==> src/rtl/fetch_sequencer.sv <==
// fetch_sequencer
//   Program counter and fetch controller for the 9-bit-instruction core.
//   Drives the combinational instruction ROM address, sequences a run from
//   start to halt, applies sequential / absolute / relative PC updates,
//   honours datapath stalls and counts the clocks spent running.
//
// Ports
//   clk          system clock, rising edge
//   reset        synchronous active-high reset
//   start        begin a program (sampled in IDLE and DONE)
//   prog_base    first instruction address, latched when a run begins
//   stall        freezes PC and FSM for the cycle (RUN only)
//   halt         current instruction ends the program
//   branch_en    current instruction is a taken branch
//   branch_rel   1 = relative (branch_off), 0 = absolute (branch_tgt)
//   branch_off   signed relative offset
//   branch_tgt   absolute branch target
//   prog_ctr     registered ROM address
//   fetch_valid  instruction at prog_ctr retires this cycle
//   busy         in RUN
//   done         in DONE
//   cycle_cnt    clocks spent in RUN for the current or last run
//
// state | meaning
// ------+------------------------------------------------------------
// IDLE  | after reset, waiting for start
// RUN   | fetching; prog_ctr advances unless stalled
// DONE  | halt retired; prog_ctr / cycle_cnt held for readback
module fetch_sequencer #(
  parameter int D  = 12,
  parameter int OW = 6,
  parameter int CW = 16
) (
  input  logic          clk,
  input  logic          reset,
  input  logic          start,
  input  logic [D-1:0]  prog_base,
  input  logic          stall,
  input  logic          halt,
  input  logic          branch_en,
  input  logic          branch_rel,
  input  logic [OW-1:0] branch_off,
  input  logic [D-1:0]  branch_tgt,
  output logic [D-1:0]  prog_ctr,
  output logic          fetch_valid,
  output logic          busy,
  output logic          done,
  output logic [CW-1:0] cycle_cnt
);

  typedef enum logic [1:0] {
    S_IDLE = 2'd0,
    S_RUN  = 2'd1,
    S_DONE = 2'd2
  } state_t;

  state_t        r_state;
  logic [D-1:0]  r_prog_ctr;
  logic [CW-1:0] r_cycle_cnt;

  logic [D-1:0]  w_off_ext;
  logic          w_cnt_max;

  // Sign-extend the offset so an unsigned D-bit add gives modulo-2^D arithmetic.
  assign w_off_ext = {{(D-OW){branch_off[OW-1]}}, branch_off};
  assign w_cnt_max = (r_cycle_cnt == {CW{1'b1}});

  always_ff @(posedge clk) begin
    if (reset) begin
      r_state     <= S_IDLE;
      r_prog_ctr  <= '0;
      r_cycle_cnt <= '0;
    end else begin
      case (r_state)
        S_IDLE, S_DONE: begin
          if (start) begin
            r_state     <= S_RUN;
            r_prog_ctr  <= prog_base;
            r_cycle_cnt <= '0;
          end
        end
        S_RUN: begin
          // Stalled cycles still count as run time.
          if (!w_cnt_max) begin
            r_cycle_cnt <= r_cycle_cnt + 1'b1;
          end
          if (!stall) begin
            if (halt) begin
              // PC stays on the halt instruction for readback.
              r_state <= S_DONE;
            end else if (branch_en) begin
              if (branch_rel) begin
                r_prog_ctr <= r_prog_ctr + w_off_ext;
              end else begin
                r_prog_ctr <= branch_tgt;
              end
            end else begin
              r_prog_ctr <= r_prog_ctr + 1'b1;
            end
          end
        end
        default: begin
          r_state <= S_IDLE;
        end
      endcase
    end
  end

  assign prog_ctr    = r_prog_ctr;
  assign cycle_cnt   = r_cycle_cnt;
  assign busy        = (r_state == S_RUN);
  assign done        = (r_state == S_DONE);
  assign fetch_valid = (r_state == S_RUN) && !stall;

endmodule

==> config.mk <==
export PLATFORM = sky130hd
export DESIGN_NAME = fetch_sequencer
export DESIGN_NICKNAME = d
export VERILOG_FILES = /design/src/rtl/fetch_sequencer.sv
export SDC_FILE = /design/constraint.sdc
export NUM_CORES = 1
export LEC_CHECK = 0
export BUFFER_PORTS_ARGS = -buffer_cell sky130_fd_sc_hd__buf_2
export CORE_UTILIZATION = 55
export DETAILED_ROUTE_END_ITERATION = 12
export PLACE_DENSITY = 0.86
export REMOVE_ABC_BUFFERS = 1
export SLEW_MARGIN = 20
export SYNTH_ARGS = -nofsm -noshare
export SYNTH_HDL_FRONTEND = slang
export SYNTH_SLANG_ARGS = --single-unit
==> constraint.sdc <==
create_clock -name clk -period 3.4 [get_ports clk]
set_input_delay 0.68 -clock clk [delete_from_list [all_inputs] [get_ports clk]]
set_output_delay 0.68 -clock clk [all_outputs]
set_load 0.005 [all_outputs]
# After elaboration in Yosys (flattened, before gate mapping)
# Cells that the tools add are included.
totals:
  elab_cells: 35
  mem_bits_ro: 0
  memories: 0
  output_inout_bits: 31
  ff_bits: 30
  ram_bits: 0
  latch_bits: 0
  inputBits: 37
classes:
  n_mul: 0
  add_sub_neg: 3
  bitwise_logic: 0
  n_shift: 0
  n_mux: 13
  n_div: 0
  reduce_logical: 8
  n_eq_ne: 8
  magnitude_cmp: 0
ops:
  columns: ["operator", "count"]
  rows:
  - ["$mux 12", 5]
  - ["$mux 16", 2]
  - ["$pmux 16 s2", 1]
  - ["$pmux 12 s2", 1]
  - ["$add 16x1->16 const B", 1]
  - ["$eq 16x16->1 const B", 1]
  - ["$add 12x1->12 const B", 1]
  - ["$add 12x12->12", 1]
  - ["$ne 2x2->1 const B", 5]
  - ["$mux 2", 3]
  - ["$reduce_and 3->1", 2]
  - ["$pmux 2 s2", 1]
  - ["$reduce_and 4->1", 1]
  - ["$eq 2x1->1 const B", 1]
  - ["$eq 2x2->1 const B", 1]
  - ["$logic_not 2->1", 1]
  - ["$reduce_bool 2->1", 1]
  - ["$reduce_or 2->1", 1]
  - ["$logic_and 1x1->1", 1]
  - ["$logic_not 1->1", 1]

# Longest topological paths before layout
logic_depth:
  ltp_word: 6
  depth_mapped: 9
  depth_no_buf: 9

# Worst setup path before layout
# No wires, ideal clock.
synth_timing:
  kind: "input port to flip-flop"
  start: "input branch_off[0]"
  end: "register r_prog_ctr[6] (netlist: prog_ctr[6])"
  path_slack_ps: 987
  t_required_ps: 3321
  t_arrival_ps: 2334
  setup_ps: 79
  stages: 9
  path_cell_list: "ha_1 inv_1 fa_1 nor2b_1 o31a_1 or4b_1 a21oi_1 o221ai_1 a211oi_2"
synth_via:
  elab_chain_len: 6
synth_lines:
  columns: ["item", "line", "text"]
  rows:
  - ["start, declared", "42", "input logic [OW-1:0] branch_off,"]
  - ["$add 12x12->12", "93", "r_prog_ctr <= r_prog_ctr + w_off_ext;"]
  - ["$mux 12", "92", "if (branch_rel) begin"]
  - ["$mux 12", "91", "end else if (branch_en) begin"]
  - ["$mux 12", "88", "if (halt) begin"]
  - ["$mux 12", "87", "if (!stall) begin"]
  - ["$pmux 12 s2", "74", "case (r_state)"]
  - ["end signal, assigned", "78", "r_prog_ctr <= prog_base;"]
  - ["end signal, assigned", "93", null]
  - ["end signal, assigned", "95", "r_prog_ctr <= branch_tgt;"]
  - ["end, declared", "58", "logic [D-1:0] r_prog_ctr;"]
# Every way passes these cells. The select of a mux whose other input is x is not followed.
# A chain may end at the register's enable or synchronous reset.

# Worst setup path in the final report
layout_timing:
  start: "register r_prog_ctr[0] (netlist: prog_ctr[0])"
  end: "register r_prog_ctr[8] (netlist: prog_ctr[8])"
layout_via:
  elab_chain_len: 6
layout_lines:
  columns: ["item", "line"]
  rows:
  - ["$add 12x12->12", "93"]
  - ["$mux 12", "92"]
  - ["$mux 12 (*)", "91"]
  - ["$mux 12 (*)", "88"]
  - ["$mux 12 (*)", "87"]
  - ["$pmux 12 s2 (*)", "74"]
# Every way passes the cells marked *; elsewhere a longest branch is shown, timed or not. The select of a mux whose other input is x is not followed.

==> Implementation_results.wiki <==
{| class="wikitable"
! Metric !! Value
|-
| Power Density || 401 mW/mm^2
|-
| Placed wire-length estimate after detailed placement || 4800 um
|-
| Number of synthesized register bits || 30
|-
| Nature of the critical path startpoint || flop
|-
| IO Pins || slightly below 70
|-
| Register area share after synthesis || 24.7%
|-
| Clock buffer depth || 2
|-
| Path type of the worst setup path || reg -> reg
|-
| Data arrival, critical path || between 2000 and 3000 ps
|-
| TritonCTS clock tree || built
|-
| Via count of the first global-routing pass || 2342
|-
| Total congestion overflow || 0
|-
| Predominant post-synthesis flop cell || sky130_fd_sc_hd__dfxtp_1
|-
| Max Cap Violations || 0
|-
| Count of flip-flops with a built-in enable after synthesis || 0
|-
| Mapped Cells || 322
|-
| Commonest non-fill, non-tap cell in the layout || sky130_fd_sc_hd__buf_2
|-
| Leak pwr || approximately 1.2 nW
|-
| Data required time at the worst endpoint || around 3600 ps
|-
| Kind of end point of the critical path || flop
|-
| Clock latency at the later pin of the worst-skew pair || approximately 280 ps
|-
| Commonest cells after routing, fill and taps aside || 67 x sky130_fd_sc_hd__buf_2, 42 x sky130_fd_sc_hd__nor2_1, 30 x sky130_fd_sc_hd__dfxtp_1
|-
| Root buffer selected by CTS || sky130_fd_sc_hd__clkbuf_8
|-
| Unrepaired setup endpoints after global routing || no
|-
| Clock input transition at the sequential cells of the worst setup and hold paths || ~70 ps
|-
| Number of warnings issued by yosys || 0
|-
| Post-Syn Area per Cell || roughly 7.5 um^2
|-
| Hold/Removal Path Class || reg -> reg
|-
| Count of buffers added by post-CTS timing repair for setup || 0
|-
| Last weighted congestion value of the routability-driven placer || around 0.95
|-
| Mapped Area || 0.00243 mm^2
|-
| Sum of routed wire length over all layers || 6560 um
|-
| Filler cells || roughly 340
|-
| # diodes || 0
|-
| Wire per inst || 15.2 um
|-
| Detailed Route Iter0 Violations || 216
|-
| Via count || 2626
|-
| Number of antenna violations at the first check in global routing || 0
|-
| Async S/R FF share, synth || 0%
|-
| Final core utilization || 70.9%
|-
| Setup TNS || 0 ps
|-
| Final setup fails || 0
|-
| Run status || finished, final reports clean
|-
| Clock sink count || 30
|-
| Count of final max-slew check failures || 0
|-
| First-pass GRT wire length || 10700 um
|-
| Hold-fix buffer count after cts || 0
|-
| Clk_skew || 3.24 ps
|-
| Total CTS buffers || 5
|-
| ANT nets after route || 0
|-
| Headroom to the max-slew limit || a little over half
|-
| Worst VDD drop || 0.000325 V
|-
| Internal power || 0.000816 W
|-
| Vias per std cell || between 6 and 7
|-
| Pin count of the biggest net entering global routing || 24
|-
| Post-CTS sizing || 0
|-
| Share of power burned in combinational logic || about 27%
|-
| Slew @ Worst Pin || 703 ps
|-
| Die Area || 0.00469 mm^2
|-
| Total global routing track utilization || 30.4%
|-
| Maximum fanout count along the critical path || 9
|-
| Worst Hold Margin || 517 ps
|-
| Minimum clock period after layout || about 2400 ps
|-
| First-pass iteration count of the detailed router || 5
|-
| Number of core rows || 23
|-
| Port buffer count || 67
|-
| Period utilization || between 70% and 80%
|-
| Deepest level of the CTS H-tree || 2
|-
| Endpoints failing hold || 0
|-
| Proportion of layout cells with a drive suffix above 1 || 23.5%
|-
| Clock network power share || 38.7%
|-
| Cell variety after synth || 54
|-
| Floorplan Core Area || a little over 0.004 mm^2
|-
| Chip height || 68.5 um
|-
| Achievable frequency || 412 MHz
|-
| Register share of total power || 34.4%
|-
| Final net count || 433
|-
| Switching power total || between 0.0003 and 0.0004 W
|-
| Sw frac || a little under a third
|-
| Total DRC errors in the routed layout || 0
|-
| DIE WIDTH || 68.5 um
|-
| Starting utilization of the core area || 59.0%
|-
| Area growth from synthesis to layout || 20.1%
|}
## cells in the mapped netlist, drive strengths merged, types with 11 or more instances
| cell | number | share of area [%] |
|---|---|---|
| nor2 | 42 | 6.5 |
| dfxtp | 30 | 25 |
| nand2 | 27 | 4.2 |
| a21oi | 23 | 4.9 |
| o21ai | 20 | 4.1 |
| nand3 | 16 | 3.3 |
| a211oi | 15 | 5.5 |
| xor2 | 15 | 5.4 |
| ha | 13 | 6.7 |
| nor3 | 13 | 2.9 |
| clkbuf | 12 | 1.9 |
| inv | 12 | 1.9 |
| nand4 | 11 | 2.8 |
| xnor2 | 11 | 4.0 |
## logic make-up (layout without fill, tap and decap cells)
family | Yosys count | in the layout | synth area share, %
AOI/OAI and AO/OA | 86 | 86 | 24.6
xor gates and xnor gates | 26 | 26 | 9.38
adders and majority gates | 14 | 14 | 7.52
buffers and inverters | 27 | 88 | 4.28
DFF | 30 | 30 | 24.7
muxes | 5 | 5 | 2.06
and+or+nand+nor | 134 | 134 | 27.4
## stage by stage
step	instance area, um^2	worst slack [ps]	total power [W]	std cells
6_report	2920	975	0.00117	433
5_1_grt	2920	780	0.00123	433
4_1_cts	2920	1000	0.00116	433
3_5_place_dp	2780	712	0.000717	425
2_1_floorplan	2370	995	0.000611	307
3_3_place_gp	2780	830	0.000709	425
## path summary, 6_finish.rpt
check                             startpoint  cells past startpoint           end  slack, ps
worst max-delay path             prog_ctr[0]                      9   prog_ctr[8]        970
worst min-delay path            cycle_cnt[1]                      2  cycle_cnt[1]        520
worst max register to register   prog_ctr[0]                      9   prog_ctr[8]        970
worst min register to register  cycle_cnt[1]                      2  cycle_cnt[1]        520
## power by group through the flow
stage | sequential [W] | clock [W] | combinational, W
floorplan | 0.000405 | 0 | 0.000206
global placement | 0.000409 | 0 | 0.000300
detailed placement | 0.000409 | 0 | 0.000308
CTS | 0.000401 | 0.000454 | 0.000310
global route | 0.000406 | 0.000472 | 0.000352
finish | 0.000403 | 0.000453 | 0.000315
## cell type report
type	count	area (um^2)	share of cell area, %
inverter	12	45.0	1.54
sequential	30	601	20.6
multi-input combinational	265	1720	59.1
clock buffer	6	82.6	2.83
timing repair buffer	68	343	11.7
clock inverter	2	60.1	2.06
tap	50	62.6	2.14
## critical path, stage by stage (launching register included)
cell and delay [ps]:
sky130_fd_sc_hd__dfxtp_1 530, sky130_fd_sc_hd__ha_1 270, sky130_fd_sc_hd__inv_1 70, sky130_fd_sc_hd__fa_1 380, sky130_fd_sc_hd__nor2b_1 210, sky130_fd_sc_hd__o31a_1 220, sky130_fd_sc_hd__o21ai_1 120, sky130_fd_sc_hd__a21oi_1 180
sky130_fd_sc_hd__xor2_1 90, sky130_fd_sc_hd__a32o_1 240
## flip-flops by register name, summed over array words and instances, names as in the netlist
signal,count
cycle_cnt,16
prog_ctr,12
r_state,2
## layer usage
layer	global-route usage (%)	wire (um)	vias up
met2	47.1	3020	127
met1	41.9	2930	1195
met3	5.17	504	13
met4	10.4	107	0
li1	-	-	1291
met5	0	0	-
No activity file was read; power rests on OpenSTA's default activity.
